===== src/rtl/multicycle_control.sv =====
// Multi-cycle MIPS controller: one state per cycle, drives every datapath select and
// write enable from the current state, the IR opcode, the ALU zero flag and memory ack.
module multicycle_control (
    input  logic       clk_i,
    input  logic       rst_i,
    input  logic       start_i,
    input  logic [5:0] Op_i,
    input  logic       Zero_i,
    input  logic       mem_ack_i,
    output logic       PCWrite_o,
    output logic       IorD_o,
    output logic       MemRead_o,
    output logic       MemWrite_o,
    output logic       IRWrite_o,
    output logic       RegDst_o,
    output logic       MemtoReg_o,
    output logic       RegWrite_o,
    output logic       ALUSrcA_o,
    output logic [1:0] ALUSrcB_o,
    output logic [1:0] ALUOp_o,
    output logic [1:0] PCSource_o,
    output logic       retired_o,
    output logic       illegal_o,
    output logic [3:0] state_o
);

    localparam logic [5:0] OP_RTYPE = 6'b000000;
    localparam logic [5:0] OP_ADDI  = 6'b001000;
    localparam logic [5:0] OP_LW    = 6'b100011;
    localparam logic [5:0] OP_SW    = 6'b101011;
    localparam logic [5:0] OP_BEQ   = 6'b000100;
    localparam logic [5:0] OP_J     = 6'b000010;

    typedef enum logic [3:0] {
        IDLE     = 4'd0,
        FETCH    = 4'd1,
        DECODE   = 4'd2,
        MEMADDR  = 4'd3,
        MEMREAD  = 4'd4,
        MEMWB    = 4'd5,
        MEMWRITE = 4'd6,
        EXEC     = 4'd7,
        RWB      = 4'd8,
        BRANCH   = 4'd9,
        JUMP     = 4'd10,
        ADDI_EX  = 4'd11,
        ADDI_WB  = 4'd12
    } state_t;

    state_t state, state_nxt;
    state_t boundary;

    always_ff @(posedge clk_i) begin
        if (rst_i) state <= IDLE;
        else       state <= state_nxt;
    end

    // Where a finished (or discarded) instruction hands off: straight into the next fetch
    // while running, otherwise park.
    assign boundary = start_i ? FETCH : IDLE;
    assign state_o  = state;

    always_comb begin
        state_nxt  = state;
        PCWrite_o  = 1'b0;
        IorD_o     = 1'b0;
        MemRead_o  = 1'b0;
        MemWrite_o = 1'b0;
        IRWrite_o  = 1'b0;
        RegDst_o   = 1'b0;
        MemtoReg_o = 1'b0;
        RegWrite_o = 1'b0;
        ALUSrcA_o  = 1'b0;
        ALUSrcB_o  = 2'b00;
        ALUOp_o    = 2'b00;
        PCSource_o = 2'b00;
        retired_o  = 1'b0;
        illegal_o  = 1'b0;

        case (state)
            IDLE: begin
                if (start_i) state_nxt = FETCH;
            end

            // PC+4 computed in the same cycle; PC and IR load only on the ack cycle.
            FETCH: begin
                MemRead_o = 1'b1;
                ALUSrcB_o = 2'b01;
                IRWrite_o = mem_ack_i;
                PCWrite_o = mem_ack_i;
                if (mem_ack_i) state_nxt = DECODE;
            end

            // Speculatively form the branch target into ALUOut.
            DECODE: begin
                ALUSrcB_o = 2'b11;
                case (Op_i)
                    OP_LW, OP_SW: state_nxt = MEMADDR;
                    OP_RTYPE:     state_nxt = EXEC;
                    OP_ADDI:      state_nxt = ADDI_EX;
                    OP_BEQ:       state_nxt = BRANCH;
                    OP_J:         state_nxt = JUMP;
                    default: begin
                        illegal_o = 1'b1;
                        state_nxt = boundary;
                    end
                endcase
            end

            MEMADDR: begin
                ALUSrcA_o = 1'b1;
                ALUSrcB_o = 2'b10;
                state_nxt = (Op_i == OP_LW) ? MEMREAD : MEMWRITE;
            end

            MEMREAD: begin
                MemRead_o = 1'b1;
                IorD_o    = 1'b1;
                if (mem_ack_i) state_nxt = MEMWB;
            end

            MEMWB: begin
                MemtoReg_o = 1'b1;
                RegWrite_o = 1'b1;
                retired_o  = 1'b1;
                state_nxt  = boundary;
            end

            MEMWRITE: begin
                MemWrite_o = 1'b1;
                IorD_o     = 1'b1;
                retired_o  = mem_ack_i;
                if (mem_ack_i) state_nxt = boundary;
            end

            EXEC: begin
                ALUSrcA_o = 1'b1;
                ALUOp_o   = 2'b10;
                state_nxt = RWB;
            end

            RWB: begin
                RegDst_o   = 1'b1;
                RegWrite_o = 1'b1;
                retired_o  = 1'b1;
                state_nxt  = boundary;
            end

            BRANCH: begin
                ALUSrcA_o  = 1'b1;
                ALUOp_o    = 2'b01;
                PCSource_o = 2'b01;
                PCWrite_o  = Zero_i;
                retired_o  = 1'b1;
                state_nxt  = boundary;
            end

            JUMP: begin
                PCSource_o = 2'b10;
                PCWrite_o  = 1'b1;
                retired_o  = 1'b1;
                state_nxt  = boundary;
            end

            ADDI_EX: begin
                ALUSrcA_o = 1'b1;
                ALUSrcB_o = 2'b10;
                state_nxt = ADDI_WB;
            end

            ADDI_WB: begin
                RegWrite_o = 1'b1;
                retired_o  = 1'b1;
                state_nxt  = boundary;
            end

            default: state_nxt = IDLE;
        endcase
    end

endmodule


===== config.mk =====
export PLATFORM = sky130hd
export DESIGN_NAME = multicycle_control
export DESIGN_NICKNAME = d
export VERILOG_FILES = /design/src/rtl/multicycle_control.sv
export SDC_FILE = /design/constraint.sdc
export NUM_CORES = 1
export LEC_CHECK = 0
export ABC_AREA = 1
export BUFFER_PORTS_ARGS = -buffer_cell sky130_fd_sc_hd__buf_4
export CAP_MARGIN = 20
export CORE_UTILIZATION = 38
export DETAILED_ROUTE_END_ITERATION = 10
export PLACE_DENSITY = 0.85
export SLEW_MARGIN = 30
export SYNTH_ARGS = -nofsm -noshare
export SYNTH_HDL_FRONTEND = slang
export SYNTH_SLANG_ARGS = --single-unit

===== constraint.sdc =====
create_clock -name clk_i -period 1.2 [get_ports clk_i]
set_input_delay 0 -clock clk_i [delete_from_list [all_inputs] [get_ports clk_i]]
set_output_delay 0 -clock clk_i [all_outputs]
set_load 0.005 [all_outputs]

==> results.toml, run 1 <==
[run_status]
outcome = "aborted with a tool error"
lastStage = "global routing"
first-error = "[ERROR DPL-0033] detailed placement checks failed during check placement."

[cts]
clk_root_buffer_cell = "clkbuf_4"
cts.sinks = 4
cts-root-to-sink-buffers = 2
htreeDepth = 1
cts_inserted_buffers = 3

[synthesis]
synth_async_sr_flop_share = 0
mappedNetlistNets = 115
synthesized_cell_area_um2 = 549.3
synth-main-ff-cell = "dfxtp_1"
postSynthRegisterBits = 4
postSynthAreaPerCell_um2 = 5.282
synth_seq_area_share = 0.1458
netlist-cell-type-count = 21
yosys_warnings = 0
synth_edf_count = 0
postSynthCellCount = 104

[floorplan]
floorplan.die.width_um = 40.02
std_cell_rows = 13
num_io_pins = 32
fp.dieH_um = 40.02
floorplan.initialDensity = 0.4169

[timing]
worst_endpoint_kind = "sequential cell input"
grt_worst_setup_endpoint = "state_o[0]$_SDFFE_PP0P_/D"

[grt]
antenna_violations_before_repair = 0
grt_start_max_net_pins = 7

[placed_design]
hpwlAfterDp_um = 1523
place.port_buffers = 31
place_congestion = 0.9690
synth_stat cells, types with 2 or more instances:
cell type	instances	area share
nor2_1	15	0.10
inv_2	6	0.041
a21oi_2	2	0.032
nand2_2	3	0.034
nand2_1	29	0.20
nand3_1	9	0.082
dfxtp_1	4	0.15
o211ai_1	2	0.027
inv_1	13	0.089
nor2_2	7	0.080
a21oi_1	3	0.027
o21ai_1	2	0.018
logic make-up after synthesis:
kind of cell           Yosys count  synth area share
buffers and inverters           21            0.1526
DFF                              4            0.1458
and+or+nand+nor                 66            0.5444
AOI/OAI and AO/OA               13            0.1572
timing repair:
action,4_1_cts
gates resized for setup,28
setup endpoints to repair,10
hold buffers,1
pin swaps,9
buffers inserted,6
hold endpoints to repair,4
per-stage QoR:
| step | setup WS [ns] | instances | area [um2] | hold WS (ns) |
|---|---|---|---|---|
| after detailed placement | -0.1020 | 169 | 955.9 | 0.1814 |
| after floorplan | 0.008020 | 104 | 561.8 | 0.05327 |
| after CTS | -0.1179 | 180 | 1135 | 0.09396 |
| after global placement | -0.07180 | 169 | 955.9 | 0.1762 |
==> run 2: changes to the inputs <==
CORE_AREA = 2 2 63 65   (was not set)
CORE_UTILIZATION = not set   (was 38)
DIE_AREA = 0 0 65 67   (was not set)
PLACE_DENSITY = not set   (was 0.85)
PLACE_DENSITY_LB_ADDON = 0.15   (was not set)
clock period = 1.6 ns   (was 1.2 ns; I/O delays follow)
==> run 2 against run 1 <==
  * The run now ends clean
  * Area after synthesis unchanged
  * Synthesized cell count unchanged
==> results.toml, run 2 <==
[critical_path]
timing.critical_path.fanout_max = 6
critical_path_endpoint_category = "output pin"
critical_path_class = "flop to output pin"
start_kind = "flop"
worstPathRequired_ns = 1.60
cp.arrival_ns = 1.48
cp-startpoint = "state_o[2]"
worst_r2r_startpoint = "state_o[2]"

[synthesis]
synth_top_area_cell = "nand2_1"
postSynthAreaPerCell_um2 = 5.282
synth_async_sr_flop_share = 0
synth.most_common_cell = "nand2_1"
netlist.area_leader.share = 0.1982
post_synth_top_cells = "nand2_1 (29), nor2_1 (15), inv_1 (13), nand3_1 (9), nor2_2 (7)"
yosys_warnings = 0
netlist-cell-type-count = 21
synth_edf_count = 0
mappedNetlistNets = 115
synthTopCellsByArea = "nand2_1 (20%), dfxtp_1 (15%), nor2_1 (10%)"
synthesized_cell_area_um2 = 549.3
postSynthRegisterBits = 4
synth-main-ff-cell = "dfxtp_1"
postSynthCellCount = 104
synth_seq_area_share = 0.1458

[cts]
cts.sinks = 4
cts-root-to-sink-buffers = 2
clk_root_buffer_cell = "clkbuf_8"
insertion_delay_ns = 0.22
postcts_resize_cnt = 0
htreeDepth = 1
tritoncts = "yes"
worst_setup_hold_path_clk_slew_ns = 0.03
cts_inserted_buffers = 3

[route]
routed_wirelength_um = 1908
detail_route.drc_violations = 0
first_iter_violations = 22
vias = 740
wl_per_cell_um = 10.15
detailedRoute.firstPassIterationCount = 4
ant_nets = 0
via_density_per_instance = 3.936

[placed_design]
hpwlAfterDp_um = 1692
place.port_buffers = 31
place_congestion = 0.7312
place_ws_ns = 0.1194

[pwr]
static-leakage-power_nw = 0.5201
vdd_drop_max_mv = 0.2282
pwr_density_cell_nw_per_um2 = 706.6

[timing]
timing_worst_slew_pin_value_ns = 0.2872
setup_slack_ns = 0.1159
setup_violations_final = 0
min_period_ns = 1.484
final_slew_violations = 0
skew_ns = 0.003192
worst_slew_margin_rel = 0.8079
setup_tns_ns = 0
maxClockFrequency_ghz = 0.6738
final_period_utilization = 0.9276
timing_hold_violations_final = 0
grt_setup_unrepaired = "no"

[finish]
post_route_cells_drive_above_1_share = 0.4071
multi_input_comb_area_um2 = 385.4
mostFrequentLayoutCell = "buf_4"
flow.area_growth_from_synthesis_pct = 64.01
final.fill_count = 418
postLayoutCoreUtil = 0.2498
largest_register_ffs = 4
antenna_cells = 0
regArea_um2 = 80.08
most-common-layout-cells = "buf_4 (33), nand2_1 (29), nor2_1 (15), inv_1 (13), nand3_1 (9)"
num-nets-final = 153

[run]
max_cap_viol_count = 0

[floorplan]
die_area_um2 = 4355
floorplan.initialDensity = 0.1523
core_box_area_um2 = 3606
num_io_pins = 32
fp.dieH_um = 67
floorplan.die.width_um = 65
std_cell_rows = 22

[grt]
grt_overflow_total = 0
antenna_violations_before_repair = 0
vias_in_the_first_global_route = 743
grt_pass1_wl_um = 3180
grt_start_max_net_pins = 8
groute.usage.overall = 0.09317

[run_status]
outcome = "completed"

[worst_hold_path]
worst_hold_startpoint = "start_i"
hold_path.class = "primary input to flop"
## run 2: cell counts after synthesis
Identical to the previous run, type by type.
## run 2: power breakdown
group	switching, mW	total [mW]	internal [mW]
clock network	0.0560	0.217	0.161
logic	0.152	0.288	0.136
registers	0.0212	0.132	0.111
total	0.229	0.637	0.408
## run 2: final cells by class
type	instances	share of cell area
timing repair buffer	34	0.2861
inverter	20	0.08472
sequential	4	0.08889
tap	48	0.06667
multi-input combinational	79	0.4278
clock buffer	3	0.04583
## run 2: critical path, cell delays in order, from the launching register on
cell and delay [ns]:
dfxtp_1 0.46, inv_2 0.08, nand2_2 0.14, nor2_2 0.08
nor2_2 0.13, nand2_1 0.07, nor2_2 0.10, a31oi_1 0.05
buf_4 0.14
## run 2: metrics by stage
step	hold slack (ns)	instance area (um2)	instances	total power [mW]
2_1_floorplan	0.06244	549.3	104	0.2855
3_3_place_gp	0.2076	849.6	184	0.4283
3_5_place_dp	0.2000	849.6	184	0.4228
4_1_cts	0.1280	900.9	188	0.6461
5_1_grt	0.1483	900.9	188	0.6862
6_report	0.1295	900.9	188	0.6366
## run 2: final timing paths
path	slack, ns	cells past startpoint	to
worst max-delay path	0.12	8	retired_o
worst min register to register	0.57	2	state_o[2]
worst max register to register	0.13	11	state_o[0]
worst min-delay path	0.13	4	state_o[2]
## run 2: logic make-up after synthesis
logic type             synth area share
AND/OR/NAND/NOR                  0.5444
buffers and inverters            0.1526
AO/OA/AOI/OAI                    0.1572
flip-flops                       0.1458
## run 2: routing by layer
metal,global-route usage,part of all wire
met2,0.1637,0.49
met1,0.1064,0.44
met3,0.02365,0.065
met5,0,0
met4,0.03989,0.0094
## run 2: what timing repair did
action | CTS | global route
endpoints found under the setup margin | 0 | 0
hold buffers | 1 | 0
endpoints found under the hold margin | 4 | 0
setup buffers | 0 | 0
Note: power is estimated with default switching activity, not from simulation.
